### src/rtl/jpeg_pkg.sv
// Shared types and constants for the JPEG bitstream packer.
// The MARKER_* states exist only when JPEG_PACKER_EOI_MARKER_EN is defined.
package jpeg_pkg;

  localparam int         MAX_CODE_LEN       = 16;
  localparam logic [7:0] JPEG_STUFF_BYTE    = 8'h00;
  localparam logic [7:0] JPEG_MARKER_PREFIX = 8'hFF;
  localparam logic [7:0] JPEG_EOI_CODE      = 8'hD9;

  typedef enum logic [2:0] {
    RUN       = 3'd0,
    PAD       = 3'd1,
    DRAIN     = 3'd2,
`ifdef JPEG_PACKER_EOI_MARKER_EN
    MARKER_FF = 3'd3,
    MARKER_D9 = 3'd4,
`endif
    WAIT      = 3'd5
  } state_t;

endpackage

### src/rtl/jpeg_byte_fifo.sv
// Synchronous first-word-fall-through byte FIFO.
// When empty, head keeps showing the most recently popped byte.
module jpeg_byte_fifo #(
  parameter int DEPTH = 4
) (
  input  logic       clock,
  input  logic       reset,
  input  logic       push,
  input  logic [7:0] push_data,
  input  logic       pop,
  output logic [7:0] head,
  output logic       full,
  output logic       empty
);

  localparam int AW = $clog2(DEPTH);

  logic [7:0]  mem [DEPTH];
  logic [AW:0] wr_ptr;
  logic [AW:0] rd_ptr;
  logic [7:0]  last;
  logic        do_push;
  logic        do_pop;

  assign empty   = (wr_ptr == rd_ptr);
  assign full    = (wr_ptr[AW] != rd_ptr[AW]) && (wr_ptr[AW-1:0] == rd_ptr[AW-1:0]);
  assign do_push = push && !full;
  assign do_pop  = pop && !empty;
  assign head    = empty ? last : mem[rd_ptr[AW-1:0]];

  always_ff @(posedge clock) begin
    if (do_push) begin
      mem[wr_ptr[AW-1:0]] <= push_data;
    end
  end

  always_ff @(posedge clock) begin
    if (reset) begin
      wr_ptr <= '0;
      rd_ptr <= '0;
      last   <= 8'h00;
    end else begin
      if (do_push) begin
        wr_ptr <= wr_ptr + 1'b1;
      end
      if (do_pop) begin
        last   <= mem[rd_ptr[AW-1:0]];
        rd_ptr <= rd_ptr + 1'b1;
      end
    end
  end

endmodule

### src/rtl/jpeg_bitstream_packer.sv
// Packs MSB-first Huffman code words into a byte stream with 0xFF/0x00 stuffing and 1-padding on flush.
// Define JPEG_PACKER_EOI_MARKER_EN to append an FF D9 end-of-image marker after each flush.
module jpeg_bitstream_packer #(
  parameter int ACC_WIDTH    = 32,
  parameter int MAX_CODE_LEN = 16,
  parameter int FIFO_DEPTH   = 4
) (
  input  logic        clock,
  input  logic        reset,
  input  logic        in_valid,
  output logic        in_ready,
  input  logic [15:0] in_data,
  input  logic [4:0]  in_len,
  input  logic        flush,
  output logic        flush_done,
  output logic        out_valid,
  input  logic        out_ready,
  output logic [7:0]  out_data,
  output logic [31:0] byte_count
);

  import jpeg_pkg::*;

  localparam int CW = $clog2(ACC_WIDTH + 1);

  state_t              state;
  state_t              state_next;
  logic [ACC_WIDTH-1:0] acc;
  logic [ACC_WIDTH-1:0] acc_next;
  logic [ACC_WIDTH-1:0] base_acc;
  logic [ACC_WIDTH-1:0] pad_mask;
  logic [CW-1:0]       count;
  logic [CW-1:0]       count_next;
  logic [CW-1:0]       base_cnt;
  logic [CW-1:0]       padded;
  logic [CW-1:0]       shamt;
  logic                stuff_pending;
  logic                stuff_next;
  logic [4:0]          len_eff;
  logic [15:0]         code_masked;
  logic                accept;
  logic                push_ok;
  logic                extract;
  logic                push;
  logic [7:0]          push_data;
  logic                fifo_full;
  logic                fifo_empty;

  assign len_eff     = (in_len > 5'(MAX_CODE_LEN)) ? 5'(MAX_CODE_LEN) : in_len;
  assign code_masked = in_data & ~(16'hFFFF << len_eff);
  assign in_ready    = !reset && (state == RUN) && (count <= CW'(ACC_WIDTH - MAX_CODE_LEN));
  assign accept      = in_valid && in_ready;
  assign push_ok     = ((state == RUN) || (state == DRAIN)) && !fifo_full;
  assign extract     = push_ok && !stuff_pending && (count >= CW'(8));
  assign padded      = (count + CW'(7)) & ~CW'(7);
  assign pad_mask    = ({ACC_WIDTH{1'b1}} >> count) & ~({ACC_WIDTH{1'b1}} >> padded);
  assign out_valid   = !fifo_empty;

  // Byte extraction, stuffing, code insertion and flush sequencing.
  always_comb begin
    state_next = state;
    stuff_next = stuff_pending;
    push       = 1'b0;
    push_data  = acc[ACC_WIDTH-1 -: 8];
    base_acc   = acc;
    base_cnt   = count;
    if (extract) begin
      push       = 1'b1;
      base_acc   = acc << 8;
      base_cnt   = count - CW'(8);
      stuff_next = (acc[ACC_WIDTH-1 -: 8] == 8'hFF);
    end else if (push_ok && stuff_pending) begin
      push       = 1'b1;
      push_data  = JPEG_STUFF_BYTE;
      stuff_next = 1'b0;
    end else begin
      push = 1'b0;
    end
    // New bits land right after the bits still held once this cycle's byte leaves.
    shamt      = CW'(ACC_WIDTH) - base_cnt - CW'(len_eff);
    acc_next   = base_acc;
    count_next = base_cnt;
    if (accept) begin
      acc_next   = base_acc | (ACC_WIDTH'(code_masked) << shamt);
      count_next = base_cnt + CW'(len_eff);
    end else begin
      acc_next = base_acc;
    end
    case (state)
      RUN: begin
        if (flush) state_next = PAD;
        else       state_next = RUN;
      end
      PAD: begin
        acc_next   = acc | pad_mask;
        count_next = padded;
        state_next = DRAIN;
      end
      DRAIN: begin
        if ((count == CW'(0)) && !stuff_pending) begin
`ifdef JPEG_PACKER_EOI_MARKER_EN
          state_next = MARKER_FF;
`else
          state_next = WAIT;
`endif
        end else begin
          state_next = DRAIN;
        end
      end
`ifdef JPEG_PACKER_EOI_MARKER_EN
      MARKER_FF: begin
        if (!fifo_full) begin
          push       = 1'b1;
          push_data  = JPEG_MARKER_PREFIX;
          state_next = MARKER_D9;
        end else begin
          state_next = MARKER_FF;
        end
      end
      MARKER_D9: begin
        if (!fifo_full) begin
          push       = 1'b1;
          push_data  = JPEG_EOI_CODE;
          state_next = WAIT;
        end else begin
          state_next = MARKER_D9;
        end
      end
`endif
      WAIT: begin
        acc_next   = '0;
        count_next = '0;
        if (fifo_empty) state_next = RUN;
        else            state_next = WAIT;
      end
      default: begin
        state_next = RUN;
      end
    endcase
  end

  // State, accumulator and counters.
  always_ff @(posedge clock) begin
    if (reset) begin
      state         <= RUN;
      acc           <= '0;
      count         <= '0;
      stuff_pending <= 1'b0;
      flush_done    <= 1'b0;
      byte_count    <= 32'd0;
    end else begin
      state         <= state_next;
      acc           <= acc_next;
      count         <= count_next;
      stuff_pending <= stuff_next;
      flush_done    <= (state == WAIT) && fifo_empty;
      byte_count    <= byte_count + {31'd0, push};
    end
  end

  jpeg_byte_fifo #(
    .DEPTH (FIFO_DEPTH)
  ) u_fifo (
    .clock     (clock),
    .reset     (reset),
    .push      (push),
    .push_data (push_data),
    .pop       (out_ready),
    .head      (out_data),
    .full      (fifo_full),
    .empty     (fifo_empty)
  );

endmodule

### config.mk
export PLATFORM = sky130hd
export DESIGN_NAME = jpeg_bitstream_packer
export DESIGN_NICKNAME = d
export VERILOG_FILES = /design/src/rtl/jpeg_pkg.sv /design/src/rtl/jpeg_byte_fifo.sv /design/src/rtl/jpeg_bitstream_packer.sv
export SDC_FILE = /design/constraint.sdc
export NUM_CORES = 1
export LEC_CHECK = 0
export ABC_AREA = 1
export BUFFER_PORTS_ARGS = -buffer_cell sky130_fd_sc_hd__buf_4
export CAP_MARGIN = 20
export CORE_MARGIN = 2
export CORE_UTILIZATION = 30
export DETAILED_ROUTE_END_ITERATION = 10
export HOLD_SLACK_MARGIN = 0.15
export SLEW_MARGIN = 25
export SYNTH_ARGS = -nofsm -noshare
export SYNTH_HDL_FRONTEND = slang
export SYNTH_SLANG_ARGS = --single-unit
### constraint.sdc
create_clock -name clock -period 4.8 [get_ports clock]
set_input_delay 0.24 -clock clock [delete_from_list [all_inputs] [get_ports clock]]
set_output_delay 0.24 -clock clock [all_outputs]
set_load 0.005 [all_outputs]
# ---- Word level (Yosys, flattened, before mapping)
# Memory sizes are Yosys's and may differ from the RTL's. A register that Yosys moved wholly into a read port is not among the register bits.
# Index checks and enable logic that the tools add are counted.
dict set report word_totals {
  reg_bits 89
  latch_bits 0
  ram_bits 32
  mem_bits_ro 0
  input_bits 26
  out_inout_bits 43
  word_cells 80
  memories 1
}
# name depth width read_ports rd_clocked_by_memory_dff write_ports line
set memory_table {}
lappend memory_table {u_fifo.mem 4 8 1 1 1 jpeg_byte_fifo.sv:18} ;# logic [7:0] mem [DEPTH];
dict set report classes {
  addsub 8
  multipliers 0
  div_mod_pow 0
  order_cmp 3
  n_eq_ne 7
  shift 4
  mux 22
  bitwise_logic 6
  n_reduce_logical 20
}
# op n
set ops {}
lappend ops {{32-bit two-way mux} 2}
lappend ops {{32-bit bitwise OR} 2}
lappend ops {{32-bit case mux with 2 select lines} 1}
lappend ops {{32-bit by 6-bit right shift with 32-bit output, first input constant} 2}
lappend ops {{32-bit by 1-bit adder with 32-bit output} 1}
lappend ops {{32-bit bitwise AND} 1}
lappend ops {{32-bit inverter} 1}
lappend ops {{16-bit by 6-bit << shifter with 32-bit output} 1}
lappend ops {{8-bit two-way mux} 3}
lappend ops {{16-bit bitwise AND} 1}
lappend ops {{16-bit inverter} 1}
lappend ops {{16-bit by 5-bit << shifter with 16-bit output, first input constant} 1}
lappend ops {{1-bit logical AND} 12}
lappend ops {{6-bit two-way mux} 2}
lappend ops {{3-bit case mux with 4 select lines} 1}
lappend ops {{6-bit case mux with 2 select lines} 1}
lappend ops {{8-bit == test, second input constant} 1}
lappend ops {{1-bit two-way mux} 7}
lappend ops {{3-bit by 1-bit adder with 3-bit output, second input constant} 2}
lappend ops {{6-bit by 3-bit adder with 6-bit output, second input constant} 1}
lappend ops {{6-bit by 5-bit adder with 6-bit output} 1}
lappend ops {{6-bit by 4-bit greater-or-equal comparator with 1-bit output, second input constant} 1}
lappend ops {{6-bit by 5-bit <= comparator with 1-bit output, second input constant} 1}
lappend ops {{6-bit zero test} 1}
lappend ops {{17 further kinds} 22}

# ---- Logic depth before layout (Yosys ltp)
# Gate-level depths: netlist of the first run.
dict set report logic_depth {
  word_depth 13
  depth_mapped 25
  ltp_nobuf 25
}

# ---- By module
# A second synthesis of the first run with hierarchy kept.
dict set report unflattened {
  cells_unflattened 1208
  hier_area_um2 7980.2
}
# mod n_inst cells_per_inst area_each_um2 seq_area_each_um2
set modules_own_cells {}
lappend modules_own_cells {jpeg_bitstream_packer 1 978 5834.3 1501.4}
lappend modules_own_cells {jpeg_byte_fifo 1 230 2145.8 1281.2}

# ---- Worst setup path after synthesis of the first run
# OpenSTA, ideal clock, no wires.
dict set report synth_timing {
  kind {register -> register}
  start {register count[4]}
  end {register acc[19]}
  setup_time_ps 114
  arrival_time_ps 3098
  required_ps 4686
  slack_ps 1589
  stages_incl_launch_ff 17
  n_path_buf 1
  synth_period_minus_slack_ps 3211
  path_cell_list {dfxtp_1 > inv_2 > ha_1 > nand3_1 > nand2_4 > nand4_4 > xor2_1 > ha_1 > ha_1 > a21oi_1 > o21ai_1 > xnor2_1 > clkbuf_1 > o211ai_1 > nand3_1 > nand2_1 > a21o_1}
}
dict set report synth_between {
  elab_chain_cells 9
  elab_cells_between_ends 20
  cone_classes {add/sub: 4; order compare: 2; shift: 3; mux: 4; bitwise: 4; reduce/logical: 3}
}
# element line
set synth_rtl {}
lappend synth_rtl {{from (decl)} jpeg_bitstream_packer.sv:32} ;# logic [CW-1:0] count;
lappend synth_rtl {{from (signal assigned)} jpeg_bitstream_packer.sv:154} ;# count <= count_next;
lappend synth_rtl {{6-bit by 4-bit greater-or-equal comparator with 1-bit output} jpeg_bitstream_packer.sv:54} ;# assign extract = push_ok && !stuff_pending && (count >= CW'(8));
lappend synth_rtl {{1-bit logical AND} jpeg_bitstream_packer.sv:54}
lappend synth_rtl {{6-bit two-way mux} jpeg_bitstream_packer.sv:67} ;# if (extract) begin
lappend synth_rtl {{6-bit subtractor} jpeg_bitstream_packer.sv:80} ;# shamt = CW'(ACC_WIDTH) - base_cnt - CW'(len_eff);
lappend synth_rtl {{6-bit by 5-bit subtractor with 6-bit output} jpeg_bitstream_packer.sv:80}
lappend synth_rtl {{16-bit by 6-bit << shifter with 32-bit output} jpeg_bitstream_packer.sv:84} ;# acc_next = base_acc | (ACC_WIDTH'(code_masked) << shamt);
lappend synth_rtl {{32-bit bitwise OR} jpeg_bitstream_packer.sv:84}
lappend synth_rtl {{32-bit two-way mux} jpeg_bitstream_packer.sv:83} ;# if (accept) begin
lappend synth_rtl {{32-bit case mux with 2 select lines (*)} jpeg_bitstream_packer.sv:89} ;# case (state)
lappend synth_rtl {{to (signal assigned)} jpeg_bitstream_packer.sv:153} ;# acc <= acc_next;
lappend synth_rtl {{to (decl)} jpeg_bitstream_packer.sv:28} ;# logic [ACC_WIDTH-1:0] acc;
# Every way passes the cells marked *; elsewhere a longest branch is shown, timed or not.
# A chain may end at the register's enable or synchronous reset.

# ---- Worst setup path after layout of the first run
dict set report layout_timing {
  start {register count[3]}
  end {register acc[24]}
}
# The elaborated chain is that of the path after synthesis.

==> summary.txt, run 1 <==
Clock network
  – CTS sink count: 123
  – Bufs on Longest Clock Path: 2
  – Total setup buffers inserted after CTS: 0
  – H-tree depth: 4
  – Root Driver: clkbuf_16
  – Clock transition at path regs: 0.06 ns
  – Num CTS Buffers: 17
  – Clock Latency Late Sink: 0.42 ns
  – Post_cts resized: 0
  – CTS tree: yes

Timing
  – RSZ-0062 raised after global routing: no
  – Slew at the pin with the worst max-slew slack: 0.947 ns
  – Hold WS: 0.157 ns
  – Final Cycle Share: 83.0%
  – Rel. slew slack: 36.7%
  – Setup tns final: 0 ns
  – Final-report hold violation count: 0
  – Fmax: 0.251 GHz
  – Max Slew Vio Count: 0
  – Setup ws final: 0.817 ns
  – Final min period: 3.98 ns
  – Clock skew: 0.00704 ns
  – Setup violators final: 0

Global route
  – Largest net degree at the start of global routing: 43
  – GRT overflow: 0
  – Total GRT Usage: 17.4%
  – First-pass GRT wire length: 37200 um
  – Number of global-route vias before repair: 7101
  – Antenna violations before repair: 0

Detailed routing
  – Avg WL per Cell: 15.0 um
  – Post-route ant nets: 0
  – Starting DRT DRC Count: 585
  – Post-Route WL: 22800 um
  – DR pass1 iterations: 5
  – # DRC: 0
  – Number of vias per cell: 4.99
  – Vias post-DR: 7576

Final layout
  – Sequential cell area: 0.00278 mm2
  – Layout Nets: 1230
  – Area Overhead vs Synth: 17.7%
  – Final Cell Area: 0.00909 mm2
  – Final Util: 36.0%
  – Final non-filler cell total: 1518
  – Fill cell count: 2714
  – Layout cells sized above 1: 11.4%
  – Ant. Diodes: 0
  – Multi-input gate area: 0.00432 mm2

Die
  – Die Area: 0.0271 mm2
  – Core ar.: 0.0253 mm2
  – # IOs: 69
  – Die width: 164 um
  – Chip Height: 164 um
  – Initial Utilization: 30.6%
  – Row count: 58

Synthesis
  – Top-area cell type share of the netlist area: 23.6%
  – Mapped Nets: 1174
  – Seq/Total Area, Yosys: 36.0%
  – Ys async rst share: 0%
  – Total number of yosys warnings: 0
  – Syn_area_per_cell: 6.91 um2
  – Seq cells post-synth: 123
  – Mapped Cells: 1119
  – Post-Synthesis Cell Area: 0.00773 mm2
  – Post-synth EDFFs: 32
  – Synth area leaders: dfxtp_1 (24%), nand2_1 (13%), edfxtp_1 (12%)
  – Cell taking the most area after synthesis: dfxtp_1
  – Library cells used by synthesis: 50
  – Main synth FF type: dfxtp_1

Place
  – Area of placed instances: 0.00855 mm2
  – Worst slack, placed: 0.869 ns
  – I/O Buffers: 68
  – DPL Wire Length: 16900 um
  – # placed instances: 1485
  – Routability cong.: 0.924

Hold path
  – Worst hold path depth: 3
  – HP Class: primary input to register
  – Hold EP: count[2]
  – Hold_sp: in_valid

Flow run
  – Max Cap Viol: 0

Worst setup path
  – R2r worst-path depth: 17
  – WP data arrival: 4.32 ns
  – Critical path class: register to register
  – Reg2reg end: acc[24]
  – Critical Path Start Type: register
  – FF-to-FF Start: count[3]
  – Crit end category: register
  – CP Data Required Time: 5.14 ns
  – Reg2reg setup slack: 0.82 ns
  – CP Max Fanout: 17

Run status
  – Status: complete, no violations

Power and ir drop
  – Pwr Density: 692 mW/mm2
  – Peak VDD IR: 0.540 mV
  – Leakage: 3.94 nW
  – Power Total: 6.29 mW
## synthesized netlist by cell type (8+ instances only)
cell type / count
nand3_1: 115
xor2_1: 8
nand4_1: 17
edfxtp_1: 32
o21ai_0: 108
nor2_1: 109
ha_1: 26
nor3_1: 16
nand2_1: 266
a21oi_1: 65
dfxtp_1: 91
xnor2_1: 8
inv_1: 111
clkbuf_1: 29
o22ai_1: 17
## metal layers
metal / track usage, % / routed length (um) / up-vias
met5: 0 / 0 / -
met4: 6.88 / 482 / 0
met3: 2.81 / 1280 / 37
met2: 27.8 / 10500 / 238
met1: 23.4 / 10500 / 3452
li1: - / - / 3849
## critical path: stages (launching register included)
cell and delay (ns):
dfxtp_1 0.59, ha_1 0.22, nand3_1 0.12, nand2_4 0.12
nand4_4 0.13, xor2_1 0.36, ha_1 0.34, ha_1 0.36
a21oi_1 0.14, o21ai_1 0.09, xnor2_1 0.15, buf_4 0.22
inv_2 0.18, nor3_4 0.50, nand2_1 0.15, nand3_1 0.10
nand2_1 0.05, o21ai_0 0.07
## cell families after synthesis
group                      Yosys count  share of synthesized area (%)
AOI/OAI and AO/OA                  229                           16.2
xor gates and xnor gates            16                           1.81
adders and majority gates           29                           4.99
buffers and inverters              160                           8.13
DFF                                123                           36.0
muxes                                6                          0.777
and+or+nand+nor                    556                           32.1
## power breakdown
part,switching (mW),internal [mW],total [mW],leakage [nW]
Combinational,2.41,1.16,3.57,2.63
Clock,0.457,0.710,1.17,0.267
Sequential,0.188,1.36,1.55,1.04
Total,3.06,3.23,6.29,3.94
## cell usage in the layout, fill, tap and decap left out, types with 3 or more instances in the layout
cell,instances
nor3_1,16
fa_1,3
nand3_1,115
a31oi_1,4
clkbuf_8,4
nand2_4,3
clkbuf_16,17
clkbuf_1,4
inv_1,111
clkinv_2,6
nand2_2,5
a211oi_1,4
nor2_4,4
o21bai_1,3
a21oi_1,65
o21ai_0,108
ha_1,26
nor4_1,3
nor3b_1,3
buf_4,77
dfxtp_1,91
nor2_1,109
nor2_2,4
nand4_1,17
mux2i_1,6
nand2_1,266
o21a_1,7
o21ai_1,7
xnor2_1,8
inv_2,3
clkinv_1,4
o22ai_1,17
xor2_1,7
edfxtp_1,32
o211ai_1,6
## flip-flops by register name, indices dropped and copies added, names as in the netlist, named ones only
| name | cells |
|---|---|
| flush_done | 1 |
| u_fifo.wr_ptr | 3 |
| u_fifo.rd_ptr | 3 |
| byte_count | 32 |
| u_fifo.mem | 32 |
| stuff_pending | 1 |
| u_fifo.last | 8 |
| acc | 32 |
| count | 6 |
| state | 3 |
## layout make-up
type / instances / share of cell area (%)
clock inverters: 7 / 0.454
well taps: 330 / 4.54
multi-input cells: 836 / 47.6
repair buffers: 78 / 6.47
flip-flops and latches: 123 / 30.6
clock buffers: 25 / 5.45
inverters: 119 / 4.93
## what timing repair did
action | in CTS | in global routing
endpoints found under the setup margin | 0 | 0
hold buffers | 1 | 0
endpoints found under the hold margin | 1 | 0
## worst max path at each step
stage	depth (start not counted)	end	slack, ns	start
final	17	acc[24]	0.82	count[3]
after floorplan	16	acc[19]	1.59	count[4]
after detailed placement	17	acc[24]	0.87	count[3]
after global routing	17	acc[24]	0.53	count[3]
after global placement	17	acc[24]	0.90	count[3]
after CTS	17	acc[24]	0.85	count[3]
No activity file was read; power rests on OpenSTA's default activity.
==> inputs of run 2 (changes only) <==
Settings changed: ABC_AREA 1 to 0.
Clock period 4.8 ns to 3.5 ns, I/O delays scaled along.
==> summary.txt, run 2 <==
Run status
  – Status: complete, but fails checks (was complete, no violations)
  – Violated checks: negative setup slack

Synthesis
  – Compound-cell area share of the yosys netlist: 21.1% (was 16.2%)
  – Post-Synthesis Cell Area: 0.00782 mm2 (was 0.00773 mm2)
  – Most frequent cell after synthesis: dfxtp_1 (was nand2_1)
  – Syn_area_per_cell: 8.70 um2 (was 6.91 um2)
  – Total number of yosys warnings: 0 (unchanged)
  – Seq cells post-synth: 123 (unchanged)
  – Adder-Cell Fraction of Synth Area: 4.93% (was 4.99%)
  – Mapped Cells: 899 (was 1119)
  – Post-synth top cells: dfxtp_1 (91), nor2_1 (88), nand2_1 (75) (was nand2_1 (266), nand3_1 (115), inv_1 (111))
  – Synth area leaders: dfxtp_1 (23%), edfxtp_1 (12%), nor2_1 (4.2%) (was dfxtp_1 (24%), nand2_1 (13%), edfxtp_1 (12%))
  – Simple-gate share of the synthesized area: 22.8% (was 32.1%)
  – Main synth FF type: dfxtp_1 (unchanged)
  – Ys async rst share: 0% (unchanged)
  – Seq/Total Area, Yosys: 35.6% (was 36.0%)
  – Library cells used by synthesis: 81 (was 50)
  – Cell taking the most area after synthesis: dfxtp_1 (unchanged)
  – Post-synthesis xor/xnor area fraction: 5.17% (was 1.81%)
  – Top-area cell type share of the netlist area: 23.3% (was 23.6%)
  – Largest family of logic cells by synthesized area: simple AND/OR/NAND/NOR gates (unchanged)
  – Mux cell area share after synthesis: 5.28% (was 0.777%)
  – Mapped Nets: 954 (was 1174)
  – Post-synth EDFFs: 32 (unchanged)

Clock network
  – Root Driver: clkbuf_16 (unchanged)
  – Clock Latency Late Sink: 0.42 ns (about the same)
  – H-tree depth: 4 (unchanged)
  – Num CTS Buffers: 17 (unchanged)
  – Clock transition at path regs: 0.06 ns (about the same)
  – CTS sink count: 123 (unchanged)
  – CTS tree: yes (unchanged)
  – Bufs on Longest Clock Path: 2 (unchanged)

Detailed routing
  – Starting DRT DRC Count: 658 (was 585)
  – Post-Route WL: 23400 um (was 22800 um)
  – Number of vias per cell: 5.48 (was 4.99)
  – Avg WL per Cell: 17.3 um (was 15.0 um)
  – # DRC: 0 (unchanged)
  – Post-route ant nets: 0 (unchanged)
  – DR pass1 iterations: 5 (unchanged)
  – Vias post-DR: 7432 (was 7576)

Timing
  – Final-report hold violation count: 0 (unchanged)
  – Setup tns final: -0.0497 ns (was 0 ns)
  – Clock skew: 0.00815 ns (was 0.00704 ns)
  – Rel. slew slack: 39.5% (was 36.7%)
  – Final Cycle Share: 101% (was 83.0%)
  – Max Slew Vio Count: 0 (unchanged)
  – Fmax: 0.284 GHz (was 0.251 GHz)
  – Slew at the pin with the worst max-slew slack: 0.899 ns (was 0.947 ns)
  – RSZ-0062 raised after global routing: yes (was no)
  – Final min period: 3.52 ns (was 3.98 ns)
  – Setup ws final: -0.0237 ns (was 0.817 ns)
  – Setup violators final: 5 (was 0)

Final layout
  – Commonest non-fill, non-tap cells in the layout: buf_4 (141), dfxtp_1 (89), nor2_1 (88) (was nand2_1 (266), nand3_1 (115), inv_1 (111))
  – Area Overhead vs Synth: 28.1% (was 17.7%)
  – Ant. Diodes: 0 (unchanged)
  – Sequential cell area: 0.00279 mm2 (was 0.00278 mm2)
  – Final Util: 38.7% (was 36.0%)
  – Layout Nets: 1062 (was 1230)
  – Commonest non-fill, non-tap cell in the layout: buf_4 (was nand2_1)
  – Fill cell count: 2583 (was 2714)
  – Layout cells sized above 1: 24.4% (was 11.4%)
  – Multi-input gate area: 0.00484 mm2 (was 0.00432 mm2)
  – Final Cell Area: 0.0100 mm2 (was 0.00909 mm2)
  – Final non-filler cell total: 1355 (was 1518)

Place
  – Routability cong.: 0.925 (was 0.924)
  – DPL Wire Length: 17300 um (was 16900 um)
  – Area of placed instances: 0.00918 mm2 (was 0.00855 mm2)
  – # placed instances: 1312 (was 1485)
  – I/O Buffers: 68 (unchanged)

Power and ir drop
  – Pwr Density: 1120 mW/mm2 (was 692 mW/mm2)
  – Leakage: 3.73 nW (was 3.94 nW)
  – Peak VDD IR: 0.672 mV (was 0.540 mV)

Die
  – Die width: 165 um (was 164 um)
  – # IOs: 69 (unchanged)
  – Die Area: 0.0274 mm2 (was 0.0271 mm2)
  – Initial Utilization: 30.3% (was 30.6%)
  – Row count: 59 (was 58)
  – Chip Height: 165 um (was 164 um)
  – Core ar.: 0.0258 mm2 (was 0.0253 mm2)

Worst setup path
  – FF-to-FF Start: count[4] (was count[3])
  – WP data arrival: 3.86 ns (was 4.32 ns)
  – Critical Path Start Type: register (unchanged)
  – CP Max Fanout: 7 (was 17)
  – Critical path class: register to register (unchanged)
  – CP Data Required Time: 3.84 ns (was 5.14 ns)
  – Worst setup startpoint: count[4] (was count[3])
  – Crit end category: register (unchanged)

Global route
  – First-pass GRT wire length: 37600 um (was 37200 um)
  – Total GRT Usage: 17.4% (about the same)
  – GRT overflow: 0 (unchanged)
  – Largest net degree at the start of global routing: 46 (was 43)
  – Number of global-route vias before repair: 6953 (was 7101)
  – Antenna violations before repair: 0 (unchanged)

Flow run
  – Max Cap Viol: 0 (unchanged)

Hold path
  – Hold_sp: in_valid (unchanged)
  – HP Class: primary input to register (unchanged)
==> run 2: metrics by stage <==
stage                     hold slack (ns)  setup slack (ns)  power (mW)
final                               0.233           -0.0237        11.2
after global routing                0.248            -0.153        11.9
after CTS                           0.226           -0.0243        10.8
after detailed placement            0.446            -0.136        8.68
after global placement              0.439           -0.0889        8.66
after floorplan                     0.317            -0.184        6.34
==> run 2: final timing paths <==
check / to / slack, ns / depth (start not counted)
hold reg to reg: u_fifo.last[3] / 0.45 / 2
setup reg to reg: acc[4] / -0.02 / 15
hold / removal: count[2] / 0.23 / 3
setup / recovery: acc[4] / -0.02 / 15
==> run 2: cell type report <==
type / instances / area share [%]
Clock buffer: 28 / 5.67
Clock inverter: 4 / 0.725
Inverter: 28 / 1.10
Multi-Input combinational cell: 685 / 48.4
Sequential cell: 123 / 27.8
Tap cell: 335 / 4.19
Timing Repair Buffer: 152 / 12.1
==> run 2: kinds of logic (layout without fill, tap and decap cells) <==
group,Yosys count,in the layout
buffers and inverters,91,212
adders and majority gates,29,29
DFF,123,123
muxes,30,30
xor gates and xnor gates,44,44
AOI/OAI and AO/OA,230,230
and+or+nand+nor,352,352
==> run 2: layer usage <==
layer	track usage, %	up-vias	wire, um
met5	0	-	0
met3	3.22	52	1540
li1	-	3569	-
met1	23.9	3534	10700
met2	26.9	277	10600
met4	7.01	0	638
==> run 2: power by group <==
part / total (mW) / leakage (nW) / internal, mW / switching, mW
Clock: 1.87 / 0.314 / 1.24 / 0.625
Combinational: 7.27 / 2.38 / 3.42 / 3.85
Sequential: 2.06 / 1.04 / 1.85 / 0.213
Total: 11.2 / 3.73 / 6.51 / 4.68
==> run 2: critical path, cell delays in order (launching register included) <==
cell and delay (ns):
dfxtp_2 0.34, inv_6 0.05, ha_4 0.10, or4b_4 0.48, a21oi_4 0.15, and2_4 0.19
a21o_1 0.16, inv_2 0.06, ha_4 0.24, ha_4 0.27, or4b_4 0.44, nand4_1 0.18
xnor2_4 0.20, nand3_4 0.16, buf_4 0.21, o32ai_2 0.18
==> run 2: timing repair <==
action                                  CTS  global route
pin swaps                                 1             4
endpoints found under the setup margin   29            32
hold endpoints to repair                 22             0
gates resized for setup                   4            13
hold buffers                              3             0
setup buffers                             3             5
